$ cat src/rtl/mem_port_arbiter_pkg.sv
`default_nettype none
// ============================================================================
// Module   : mem_port_arbiter_pkg
// Brief    : Shared types and default widths for the fetch/data memory-port
//            arbiter: FSM state encoding, owner encoding and the default
//            address and data widths.
// Revision : 1.0 - initial release
// ============================================================================
package mem_port_arbiter_pkg;

    localparam int c_default_addr_w = 32;
    localparam int c_default_data_w = 32;

    // Arbiter sequencing: one memory transaction in flight at most
    typedef enum logic [1:0] {
        ST_IDLE     = 2'd0,
        ST_WAIT_GNT = 2'd1,
        ST_WAIT_RSP = 2'd2
    } arb_state_t;

    // Which requester owns the transaction currently in flight
    typedef enum logic {
        OWN_IF = 1'b0,
        OWN_DM = 1'b1
    } owner_t;

endpackage : mem_port_arbiter_pkg
`default_nettype wire

$ cat src/rtl/mem_port_arbiter_pick.sv
`default_nettype none
// ============================================================================
// Module   : mem_arb_pick
// Brief    : Grant selection between the fetch and data requesters.
//            Default build: data side always wins a simultaneous request.
//            With MEM_ARB_ROUND_ROBIN_EN defined: a contested request goes to
//            the side that lost the previous contested request; the pointer
//            comes out of reset favouring the data side.
// Revision : 1.0 - initial release
// ============================================================================
module mem_arb_pick
    import mem_port_arbiter_pkg::*;
(
`ifdef MEM_ARB_ROUND_ROBIN_EN
    input  logic i_clk,
    input  logic i_rst,
    input  logic i_contend,     // both sides requesting while arbiter is idle
`endif
    input  logic i_if_req,
    input  logic i_dm_req,
    output logic o_pick_dm      // 1: data side selected, 0: fetch side
);

`ifdef MEM_ARB_ROUND_ROBIN_EN
    // Winner of the last contested arbitration
    owner_t r_last;

    // Remember who won each contested grant so the other side wins next time
    always_ff @(posedge i_clk) begin
        if (i_rst) begin
            r_last <= OWN_IF;
        end else if (i_contend) begin
            r_last <= o_pick_dm ? OWN_DM : OWN_IF;
        end
    end

    // Contested: alternate; otherwise whichever side is asking
    always_comb begin
        o_pick_dm = i_dm_req || !i_if_req;
        if (i_if_req && i_dm_req) begin
            o_pick_dm = (r_last == OWN_IF);
        end
    end
`else
    // Data side unless only the fetch side is asking
    assign o_pick_dm = i_dm_req || !i_if_req;
`endif

endmodule : mem_arb_pick
`default_nettype wire

$ cat src/rtl/mem_port_arbiter.sv
`default_nettype none
// ============================================================================
// Module   : mem_port_arbiter
// Brief    : Shares one memory request/response port between an instruction
//            fetch requester and a data requester. One transaction in flight;
//            the owner's request fields are latched at grant and drive the
//            memory port for the whole transaction. A fetch may be flushed
//            while in flight: its response is absorbed and not forwarded.
//            Optional macro: MEM_ARB_ROUND_ROBIN_EN (alternate contested
//            grants instead of fixed data priority).
// Revision : 1.0 - initial release
// ============================================================================
module mem_port_arbiter
    import mem_port_arbiter_pkg::*;
#(
    parameter int ADDR_W = c_default_addr_w,
    parameter int DATA_W = c_default_data_w
) (
    input  logic                i_clk,
    input  logic                i_rst,
    // fetch side
    input  logic                i_if_req,
    input  logic [ADDR_W-1:0]   i_if_addr,
    input  logic                i_if_flush,
    output logic                o_if_gnt,
    output logic                o_if_rvalid,
    output logic [DATA_W-1:0]   o_if_rdata,
    output logic                o_if_stall,
    // data side
    input  logic                i_dm_req,
    input  logic                i_dm_we,
    input  logic [ADDR_W-1:0]   i_dm_addr,
    input  logic [DATA_W-1:0]   i_dm_wdata,
    input  logic [DATA_W/8-1:0] i_dm_be,
    output logic                o_dm_gnt,
    output logic                o_dm_rvalid,
    output logic [DATA_W-1:0]   o_dm_rdata,
    output logic                o_dm_stall,
    // shared memory port
    output logic                o_mem_req,
    output logic                o_mem_we,
    output logic [ADDR_W-1:0]   o_mem_addr,
    output logic [DATA_W-1:0]   o_mem_wdata,
    output logic [DATA_W/8-1:0] o_mem_be,
    input  logic                i_mem_gnt,
    input  logic                i_mem_rvalid,
    input  logic [DATA_W-1:0]   i_mem_rdata
);

    localparam int c_be_w = DATA_W / 8;

    arb_state_t          r_state;
    owner_t              r_owner;
    logic                r_discard;     // in-flight fetch was flushed
    logic [ADDR_W-1:0]   r_addr;
    logic                r_we;
    logic [DATA_W-1:0]   r_wdata;
    logic [c_be_w-1:0]   r_be;

    logic w_idle;
    logic w_any_req;
    logic w_take;
    logic w_pick_dm;
    logic w_complete;

    assign w_idle    = (r_state == ST_IDLE);
    assign w_any_req = i_if_req || i_dm_req;
    assign w_take    = w_idle && w_any_req;

    // Response that ends the transaction: either folded into the accept
    // cycle or arriving later while waiting for it. Responses seen in IDLE
    // are stray and never count.
    assign w_complete = ((r_state == ST_WAIT_GNT) && i_mem_gnt && i_mem_rvalid) ||
                        ((r_state == ST_WAIT_RSP) && i_mem_rvalid);

    mem_arb_pick u_pick (
`ifdef MEM_ARB_ROUND_ROBIN_EN
        .i_clk     (i_clk),
        .i_rst     (i_rst),
        .i_contend (w_idle && i_if_req && i_dm_req),
`endif
        .i_if_req  (i_if_req),
        .i_dm_req  (i_dm_req),
        .o_pick_dm (w_pick_dm)
    );

    // Grant pulses are issued in the IDLE cycle that accepts the request
    assign o_if_gnt = w_take && !w_pick_dm;
    assign o_dm_gnt = w_take &&  w_pick_dm;

    // Response routing to the owner; a flushed fetch swallows its response
    assign o_if_rvalid = w_complete && (r_owner == OWN_IF) && !r_discard;
    assign o_dm_rvalid = w_complete && (r_owner == OWN_DM);
    assign o_if_rdata  = o_if_rvalid ? i_mem_rdata : '0;
    assign o_dm_rdata  = o_dm_rvalid ? i_mem_rdata : '0;

    assign o_if_stall = i_if_req && !o_if_rvalid;
    assign o_dm_stall = i_dm_req && !o_dm_rvalid;

    // Memory port comes only from the latched request
    assign o_mem_req   = (r_state == ST_WAIT_GNT);
    assign o_mem_we    = r_we;
    assign o_mem_addr  = r_addr;
    assign o_mem_wdata = r_wdata;
    assign o_mem_be    = r_be;

    // Transaction sequencer: accept, wait for memory accept, wait for response
    always_ff @(posedge i_clk) begin
        if (i_rst) begin
            r_state   <= ST_IDLE;
            r_owner   <= OWN_IF;
            r_discard <= 1'b0;
            r_addr    <= '0;
            r_we      <= 1'b0;
            r_wdata   <= '0;
            r_be      <= '0;
        end else begin
            case (r_state)
                ST_IDLE: begin
                    if (w_any_req) begin
                        r_state <= ST_WAIT_GNT;
                        if (w_pick_dm) begin
                            r_owner <= OWN_DM;
                            r_addr  <= i_dm_addr;
                            r_we    <= i_dm_we;
                            r_wdata <= i_dm_wdata;
                            r_be    <= i_dm_be;
                        end else begin
                            // Fetches are always full-width reads
                            r_owner <= OWN_IF;
                            r_addr  <= i_if_addr;
                            r_we    <= 1'b0;
                            r_wdata <= '0;
                            r_be    <= '1;
                        end
                    end
                end
                ST_WAIT_GNT: begin
                    if (i_mem_gnt) begin
                        r_state <= i_mem_rvalid ? ST_IDLE : ST_WAIT_RSP;
                    end
                end
                ST_WAIT_RSP: begin
                    if (i_mem_rvalid) begin
                        r_state <= ST_IDLE;
                    end
                end
                default: begin
                    r_state <= ST_IDLE;
                end
            endcase

            // Flush only matters for a fetch that is actually in flight
            if (w_complete) begin
                r_discard <= 1'b0;
            end else if (!w_idle && (r_owner == OWN_IF) && i_if_flush) begin
                r_discard <= 1'b1;
            end
        end
    end

endmodule : mem_port_arbiter
`default_nettype wire

$ cat config.mk
export PLATFORM = sky130hd
export DESIGN_NAME = mem_port_arbiter
export DESIGN_NICKNAME = d
export VERILOG_FILES = /design/src/rtl/mem_port_arbiter_pkg.sv /design/src/rtl/mem_port_arbiter_pick.sv /design/src/rtl/mem_port_arbiter.sv
export SDC_FILE = /design/constraint.sdc
export NUM_CORES = 1
export LEC_CHECK = 0
export CORE_ASPECT_RATIO = 0.75
export CORE_MARGIN = 2
export CORE_UTILIZATION = 32
export DETAILED_ROUTE_END_ITERATION = 10
export PLACE_DENSITY = 0.77
export SKIP_LAST_GASP = 1
export SYNTH_ARGS = -nofsm -noshare
export SYNTH_HDL_FRONTEND = slang
export SYNTH_SLANG_ARGS = --single-unit
$ cat constraint.sdc
create_clock -name i_clk -period 1.8 [get_ports i_clk]
set_input_delay 0.18 -clock i_clk [delete_from_list [all_inputs] [get_ports i_clk]]
set_output_delay 0.18 -clock i_clk [all_outputs]
set_load 0.01 [all_outputs]
==> results of run 1 <==
worst max-delay path, stage by stage (launching register included):
cell       delay, ns
dfxtp_2         0.34
nand2b_4        0.17
a2111oi_4       0.34
buf_4           0.17
buf_6           0.12
clkbuf_16       0.14
and2_4          0.14
buf_6           0.09
layer usage:
metal  GRT usage  wire (um)
met1       0.244       5040
met2       0.444       7540
met3      0.0909       1340
met4      0.0805        413
met5           0          0
per-stage QoR:
step                cells  power, mW  instance area (um2)  hold WS (ns)  setup TNS, ns
floorplan             415       2.26                 3390         0.258              0
global placement      814       2.97                 6350         0.447         -25.48
detailed placement    814       3.00                 6350         0.450         -28.68
CTS                   848       4.81                 6700         0.386          -9.53
global route          847       5.01                 7010         0.391         -11.60
finish                847       4.79                 7010         0.393          -6.83
sequential cells by signal (all words and copies together), names as in the netlist:
name,flops
o_mem_wdata,32
r_discard,1
o_mem_addr,32
o_mem_be,4
r_state,2
r_owner,1
o_mem_we,1
what timing repair did:
item                                    CTS  global route
endpoints found under the setup margin   71            88
cloned                                    4             1
gates resized for setup                 340            83
pin swaps                                17            14
setup buffers                            14             1
hold buffers                              0             0
power by group through the flow:
stage / sequential [mW] / clock, mW / combinational, mW
after CTS: 1.81 / 1.82 / 1.18
after global routing: 1.82 / 1.88 / 1.30
after global placement: 1.83 / 0 / 1.14
final: 1.81 / 1.76 / 1.22
after floorplan: 1.89 / 0 / 0.367
after detailed placement: 1.84 / 0 / 1.15
area by class of cell:
type	instances	area [um2]
Inverter	4	15.0
Sequential cell	73	1460
Clock buffer	10	229
Tap cell	136	170
Multi-Input combinational cell	301	1880
Timing Repair Buffer	317	3190
Fill cell	794	3280
Clock inverter	6	67.6
path summary, 6_finish.rpt:
path / start / end / slack [ns] / cells after the start
setup / recovery: r_state[0] / o_if_rdata[18] / -0.23 / 7
hold / removal: i_dm_wdata[28] / o_mem_wdata[28] / 0.39 / 3
setup reg to reg: r_state[1] / o_mem_wdata[25] / 0.16 / 7
hold reg to reg: o_mem_addr[28] / o_mem_addr[28] / 0.47 / 1
cells by family after synthesis:
family / synth area share
AOI/OAI and AO/OA: 0.267
and+or+nand+nor: 0.242
buffers and inverters: 0.0598
DFF: 0.431
cells in the final DEF, fill, tap and decap left out, types with 2 or more instances in the layout:
master / Yosys / layout
nor2_1: 9 / 8
dfxtp_2: 0 / 2
nor3_1: 5 / 5
a21oi_1: 39 / 39
buf_2: 6 / 17
nand2_1: 69 / 69
and2_4: 0 / 53
o21ai_0: 51 / 51
a22oi_1: 15 / 15
a22o_1: 18 / 18
inv_1: 3 / 3
o2bb2ai_1: 14 / 14
nor2b_1: 4 / 3
dfxtp_1: 73 / 71
buf_6: 3 / 67
clkinv_2: 0 / 2
buf_12: 0 / 5
buf_4: 5 / 18
and2_1: 64 / 11
clkdlybuf4s50_1: 0 / 207
clkbuf_16: 0 / 10
==> impl_metrics.py, run 1 <==
metrics = {
    "placement": {
        "dp_hpwl_um": 10500,
        "portBuffers": 279,
        "dp_worst_setup_slack_ns": -0.514,
        "gp_congestion": 0.812,
    },
    "clock_tree": {
        "clk_path_buf_depth": 2,
        "cts_tree": "yes",
        "htree_num_levels": 3,
        "clock-sinks": 73,
        "insertion_delay_ns": 0.33,
        "cts_root_buf": "clkbuf_16",
        "clkTransAtPathRegs_ns": 0.06,
        "numCtsBuffers": 9,
    },
    "logic_synthesis": {
        "synth_top_cell_by_area": "dfxtp_1",
        "syn-num-nets": 555,
        "synth_top_area_frac": 0.431,
        "ys_warn_count": 0,
        "syn_area_um2": 3390,
        "syn_avg_cell_area_um2": 8.17,
        "async_flop_share": 0,
        "yosysSeqAreaShare": 0.431,
        "synth_edf_count": 0,
        "yosys_most_used_dff": "dfxtp_1",
        "synth_cell_types": 31,
        "synth.area.top_cells": "dfxtp_1, and2_1, nand2_1",
        "ys_ff_latch": 73,
        "syn_inst": 415,
        "ys_top_cells_by_count": "dfxtp_1, nand2_1, and2_1, o21ai_0, a21oi_1",
        "synth.most_common_cell": "dfxtp_1",
    },
    "grt": {
        "grt_pass1_vias": 4117,
        "grt_max_degree": 40,
        "antenna_found_initial": 0,
        "grt.total_usage": 0.239,
        "grt-ovfl-total": 0,
        "grt_pass1_wl_um": 21200,
    },
    "critical_path": {
        "start_kind": "flop",
        "cp.required_ns": 1.62,
        "arrival_ns": 1.85,
        "path_class": "reg2out",
        "cp_max_fo": 7,
        "end_kind": "output port",
    },
    "floorplanning": {
        "ios": 280,
        "initial_core_util": 0.329,
        "row_count": 32,
        "die-area_um2": 11400,
        "die_h_um": 93.1,
        "die_w_um": 123,
        "core_area_um2": 10300,
    },
    "pwr": {
        "p_seq_frac": 0.378,
        "max-vdd-ir-drop_uv": 526,
        "sw_frac_of_total": 0.261,
        "pwr-share-comb": 0.254,
        "clkPwrFrac": 0.368,
        "p_per_area_nw_per_um2": 683,
        "p_sw_mw": 1.25,
        "power_leakage_nw": 2.90,
        "internal_power_mw": 3.54,
    },
    "timing": {
        "finClkSkew_ns": 0.00739,
        "worst_pin_slew_ns": 0.485,
        "finalHoldViolations": 0,
        "max_freq_mhz": 492,
        "slew_violations": 0,
        "period_needed_ns": 2.03,
        "finalCritPeriodShare": 1.13,
        "finalSetupViolations": 65,
        "slew_headroom": 0.677,
        "worst_slack_ns": -0.231,
        "rsz0062_at_grt": "true",
    },
    "drt": {
        "drt_iter0_markers": 176,
        "postRouteAntennaNets": 0,
        "avgRoutedWirePerCell_um": 16.9,
        "wl_um": 14300,
        "viasPerCell": 4.87,
        "drc": 0,
        "via_count": 4129,
        "dr.pass1.iters": 4,
    },
    "cells_and_area": {
        "areaGrowthSynthToFinish_pct": 107,
        "layout.nets": 846,
        "n_antenna_cell": 0,
        "post-route-util": 0.682,
        "drive_gt1_frac": 0.266,
    },
    "flow_run": {
        "maxCapViolCount": 0,
    },
    "run_status": {
        "violations": "setup timing",
        "outcome": "complete, but fails checks",
    },
    "min_path": {
        "worstHoldPathType": "in2reg",
    },
}
No activity file was read; power rests on OpenSTA's default activity.
==> run 2, diff against run 1 <==
==> constraint.sdc (replaced) <==
create_clock -name i_clk -period 1.8 [get_ports i_clk]
set_input_delay 0.18 -clock i_clk [delete_from_list [all_inputs] [get_ports i_clk]]
set_output_delay 0.18 -clock i_clk [all_outputs]
set_load 0.1 [all_outputs]
==> impl_metrics.py, run 2 (synthesis gave the netlist of run 1 again) <==
metrics = {
    "critical_path": {
        "start_kind": "flop",
        "cp.required_ns": 1.62,
        "reg2reg_from": "r_state[1]",
        "end_kind": "output port",
        "critPathLaunch": "r_state[1]",
        "cp_max_fo": 8,
        "arrival_ns": 1.83,
        "path_class": "reg2out",
    },
    "drt": {
        "drt_iter0_markers": 156,
        "wl_um": 14000,
        "via_count": 4146,
        "drc": 0,
        "viasPerCell": 4.93,
        "postRouteAntennaNets": 0,
        "avgRoutedWirePerCell_um": 16.6,
        "dr.pass1.iters": 4,
    },
    "timing": {
        "rsz0062_at_grt": "true",
        "finalCritPeriodShare": 1.12,
        "finClkSkew_ns": 0.00609,
        "worst_slack_ns": -0.211,
        "max_freq_mhz": 497,
        "slew_violations": 0,
        "period_needed_ns": 2.01,
        "worst_pin_slew_ns": 0.556,
        "finalSetupViolations": 68,
        "finalHoldViolations": 0,
        "slew_headroom": 0.628,
    },
    "min_path": {
        "worstHoldPathType": "in2reg",
        "hp-start": "i_dm_wdata[0]",
    },
    "clock_tree": {
        "insertion_delay_ns": 0.32,
        "clkTransAtPathRegs_ns": 0.06,
        "clock-sinks": 73,
        "cts_root_buf": "clkbuf_16",
        "htree_num_levels": 3,
        "cts_tree": "yes",
        "clk_path_buf_depth": 2,
        "numCtsBuffers": 9,
    },
    "flow_run": {
        "maxCapViolCount": 0,
    },
    "placement": {
        "gp_congestion": 0.800,
        "dp_worst_setup_slack_ns": -0.222,
        "dp_hpwl_um": 10800,
        "placed_area_um2": 7070,
        "portBuffers": 279,
    },
    "cells_and_area": {
        "n_antenna_cell": 0,
        "final_common_cell": "clkdlybuf4s50_1",
        "fill_cells": 701,
        "layout_common_cells": "clkdlybuf4s50_1, buf_4, buf_12, dfxtp_1, nand2_1",
        "areaGrowthSynthToFinish_pct": 123,
        "final_area_um2": 7570,
        "layout.nets": 840,
        "drive_gt1_frac": 0.380,
    },
    "grt": {
        "grt-ovfl-total": 0,
        "grt_max_degree": 46,
        "antenna_found_initial": 0,
        "grt.total_usage": 0.236,
        "grt_pass1_wl_um": 21000,
        "grt_pass1_vias": 4029,
    },
    "pwr": {
        "p_total_mw": 6.24,
        "p_per_area_nw_per_um2": 824,
        "power_leakage_nw": 3.17,
        "max-vdd-ir-drop_uv": 606,
    },
    "floorplanning": {
        "die-area_um2": 11400,
        "row_count": 32,
        "die_h_um": 93.1,
        "ios": 280,
        "die_w_um": 123,
        "initial_core_util": 0.329,
        "core_area_um2": 10300,
    },
    "run_status": {
        "outcome": "complete, but fails checks",
        "violations": "setup timing",
    },
}
-- run 2: stage by stage --
step	util	cells	hold WS [ns]	setup TNS [ns]
2_1_floorplan	-	415	0.251	-1.97
3_3_place_gp	0.687	814	0.450	-12.00
3_5_place_dp	0.687	814	0.450	-14.51
4_1_cts	0.734	840	0.389	-11.30
5_1_grt	0.735	841	0.404	-16.09
6_report	0.735	841	0.401	-11.09
-- run 2: final cells by class --
cell class	count	area [um2]	area share
sequential	73	1470	0.194
clock buffer	12	267	0.0352
timing repair buffer	311	3640	0.482
inverter	4	20.0	0.00265
multi-input combinational	301	1900	0.251
clock inverter	4	97.6	0.0129
tap	136	170	0.0225
-- run 2: what timing repair did --
action,4_1_cts,5_1_grt
buffers inserted,8,1
setup endpoints to repair,70,82
gates cloned,2,0
pin swaps,13,4
gates resized for setup,16,3
hold buffers,0,0
-- run 2: worst paths after layout --
path	to	slack (ns)	cells past startpoint
setup / recovery	o_dm_rdata[18]	-0.21	7
hold / removal	o_mem_wdata[0]	0.40	3
setup reg to reg	o_mem_wdata[3]	0.11	8
hold reg to reg	o_mem_addr[29]	0.46	1
-- run 2: worst max-delay path, stage by stage (launching register included) --
cell,delay [ns]
dfxtp_2,0.32
nand3b_4,0.16
buf_6,0.13
a211oi_4,0.26
buf_6,0.16
buf_6,0.13
and2_4,0.17
buf_12,0.17
-- run 2: where the power goes --
part	total (mW)	switching, mW	internal, mW
registers	1.81	0.0684	1.74
clock network	2.11	0.645	1.47
logic	2.32	1.55	0.766
total	6.24	2.26	3.97
-- run 2: layer usage --
layer	GRT usage	wire [um]	vias up
met5	0	0	-
met4	0.0805	384	0
met3	0.0726	1110	30
met2	0.427	7190	183
met1	0.262	5290	1939
li1	-	-	1994
==> RTL change: new RTL, settings of run 1 <==
Encoding of `arb_state_t`: now one-hot (3 bits for 3 states).
--- a/src/rtl/mem_port_arbiter_pkg.sv
+++ b/src/rtl/mem_port_arbiter_pkg.sv
@@ -12,10 +12,10 @@
     localparam int c_default_data_w = 32;
 
     // Arbiter sequencing: one memory transaction in flight at most
-    typedef enum logic [1:0] {
-        ST_IDLE     = 2'd0,
-        ST_WAIT_GNT = 2'd1,
-        ST_WAIT_RSP = 2'd2
+    typedef enum logic [2:0] {
+        ST_IDLE     = 3'b001,
+        ST_WAIT_GNT = 3'b010,
+        ST_WAIT_RSP = 3'b100
     } arb_state_t;
 
     // Which requester owns the transaction currently in flight
Check against the original RTL: no difference found for any inputs over 4 cycles, from zero or initial values and one cycle with i_rst high; so few cycles prove little.
==> RTL change against run 1 <==
  * The flow still finishes with violations (setup timing)
  * Total power rose by 15%
  * Sequential share of layout area rose by 0.086 points
  * Sequential cell count rose by 1
  * Synthesized area rose by 4.3%
  * Worst setup slack got worse by 0.035 ns
  * Final area rose by 1.1%
  * Routed wire length rose by 5.8%
==> RTL change: results (changes against run 1) <==
- Setup WS pre-CTS: -0.485 ns (+0.0288 ns)
- Met1 Use GR: 0.320 (+0.0755)
- Met1 wire length: 6660 um (+32%)
- Status: complete, but fails checks
- Worst-path maximum fanout: 4 (-3)
- Global-route wire length before repair: 22,600 um (+6.6%)
- 1st-iter DRT viols: 251 (+43%)
- Measured slew at the worst slew-check pin: 0.464 ns (-0.0215 ns)
- Gpl congestion: 0.739 (-9.1%)
- HP Start: i_rst
- Post-detailed-placement half-perimeter wirelength: 10,400 um (-0.56%)
- Post-DR vias/cell: 5.08 (+4.2%)
- Number of global-route vias before repair: 4,161 (+1.1%)
- Final Non-Filler Cells: 849 (+0.24%)
- Syn Nets: 559 (+0.72%)
- # setup viols final: 68 (+4.6%)
- WL met3: 1060 um (-21%)
- Most frequent cells after synthesis: dfxtp_1, a21oi_1, and2_1
- Pin count of the biggest net entering global routing: 69 (+73%)
- Arr. time, crit path: 1.89 ns (+0.04 ns)
- Placed Cells: 813 (-0.12%)
- Drt pass-1 iters: 6 (+2)
- Seq/Total Area, Yosys: 0.419 (-0.0120)
- Worst Setup SP: r_state[2]
- Top cells by area, synth: dfxtp_1, and2_1, a21oi_1, a32oi_1, o21ai_0
- # fillers: 880 (+11%)
- Share of cells above drive strength 1: 0.265 (-0.000661)
- Total GRT Usage: 0.239 (-0.000246)
- Setup slack after layout: -0.266 ns (-0.0348 ns)
- Met2 usage: 0.376 (-0.0679)
- Wire per inst: 17.9 um (+5.6%)
- Failing checks: setup timing
[RTL change: worst max-delay path, stage by stage (launching register included)]
cell and delay (ns):
dfxtp_4 0.36, buf_6 0.10, nand2b_4 0.07, a2111oi_4 0.39, buf_4 0.22, buf_12 0.11
buf_8 0.10, and2_4 0.13, buf_6 0.09
[RTL change: layout make-up]
type                            count  share of cell area
Clock buffer                       10              0.0323
Clock inverter                      5             0.00794
Inverter                            4             0.00212
Multi-Input combinational cell    296               0.270
Sequential cell                    74               0.210
Tap cell                          140              0.0247
Timing Repair Buffer              320               0.454
[RTL change: cell families (layout without fill, tap and decap cells)]
logic type	after synthesis	count (layout)	share of synthesized area
AO/OA/AOI/OAI	179	179	0.305
AND/OR/NAND/NOR	117	117	0.199
flip-flops	74	74	0.419
buffers and inverters	49	339	0.0761
[RTL change: final timing paths]
| path | end | slack (ns) | cells past startpoint |
|---|---|---|---|
| setup reg to reg | o_mem_addr[10] | 0.14 | 5 |
| hold / removal | o_mem_wdata[26] | 0.31 | 2 |
| setup / recovery | o_if_rdata[2] | -0.27 | 8 |
| hold reg to reg | o_mem_addr[13] | 0.47 | 2 |
[RTL change: repair_timing]
item,4_1_cts,5_1_grt
buffers inserted,18,3
resized for setup,311,82
pin swaps,10,17
endpoints found under the setup margin,104,91
gates cloned,6,1
[RTL change: metrics by stage]
stage	utilization	TNS, ns	instance area [um2]	hold WS [ns]
after floorplan	-	0	3530	0.316
after global placement	0.598	-25.73	6490	0.459
after detailed placement	0.598	-28.43	6490	0.466
after CTS	0.632	-13.48	6860	0.304
after global routing	0.653	-17.43	7090	0.328
final	0.653	-11.74	7090	0.310
[RTL change: power breakdown]
group | internal (mW) | total (mW) | switching (mW)
logic | 0.963 | 1.81 | 0.851
registers | 1.85 | 1.96 | 0.109
clock network | 1.06 | 1.72 | 0.660
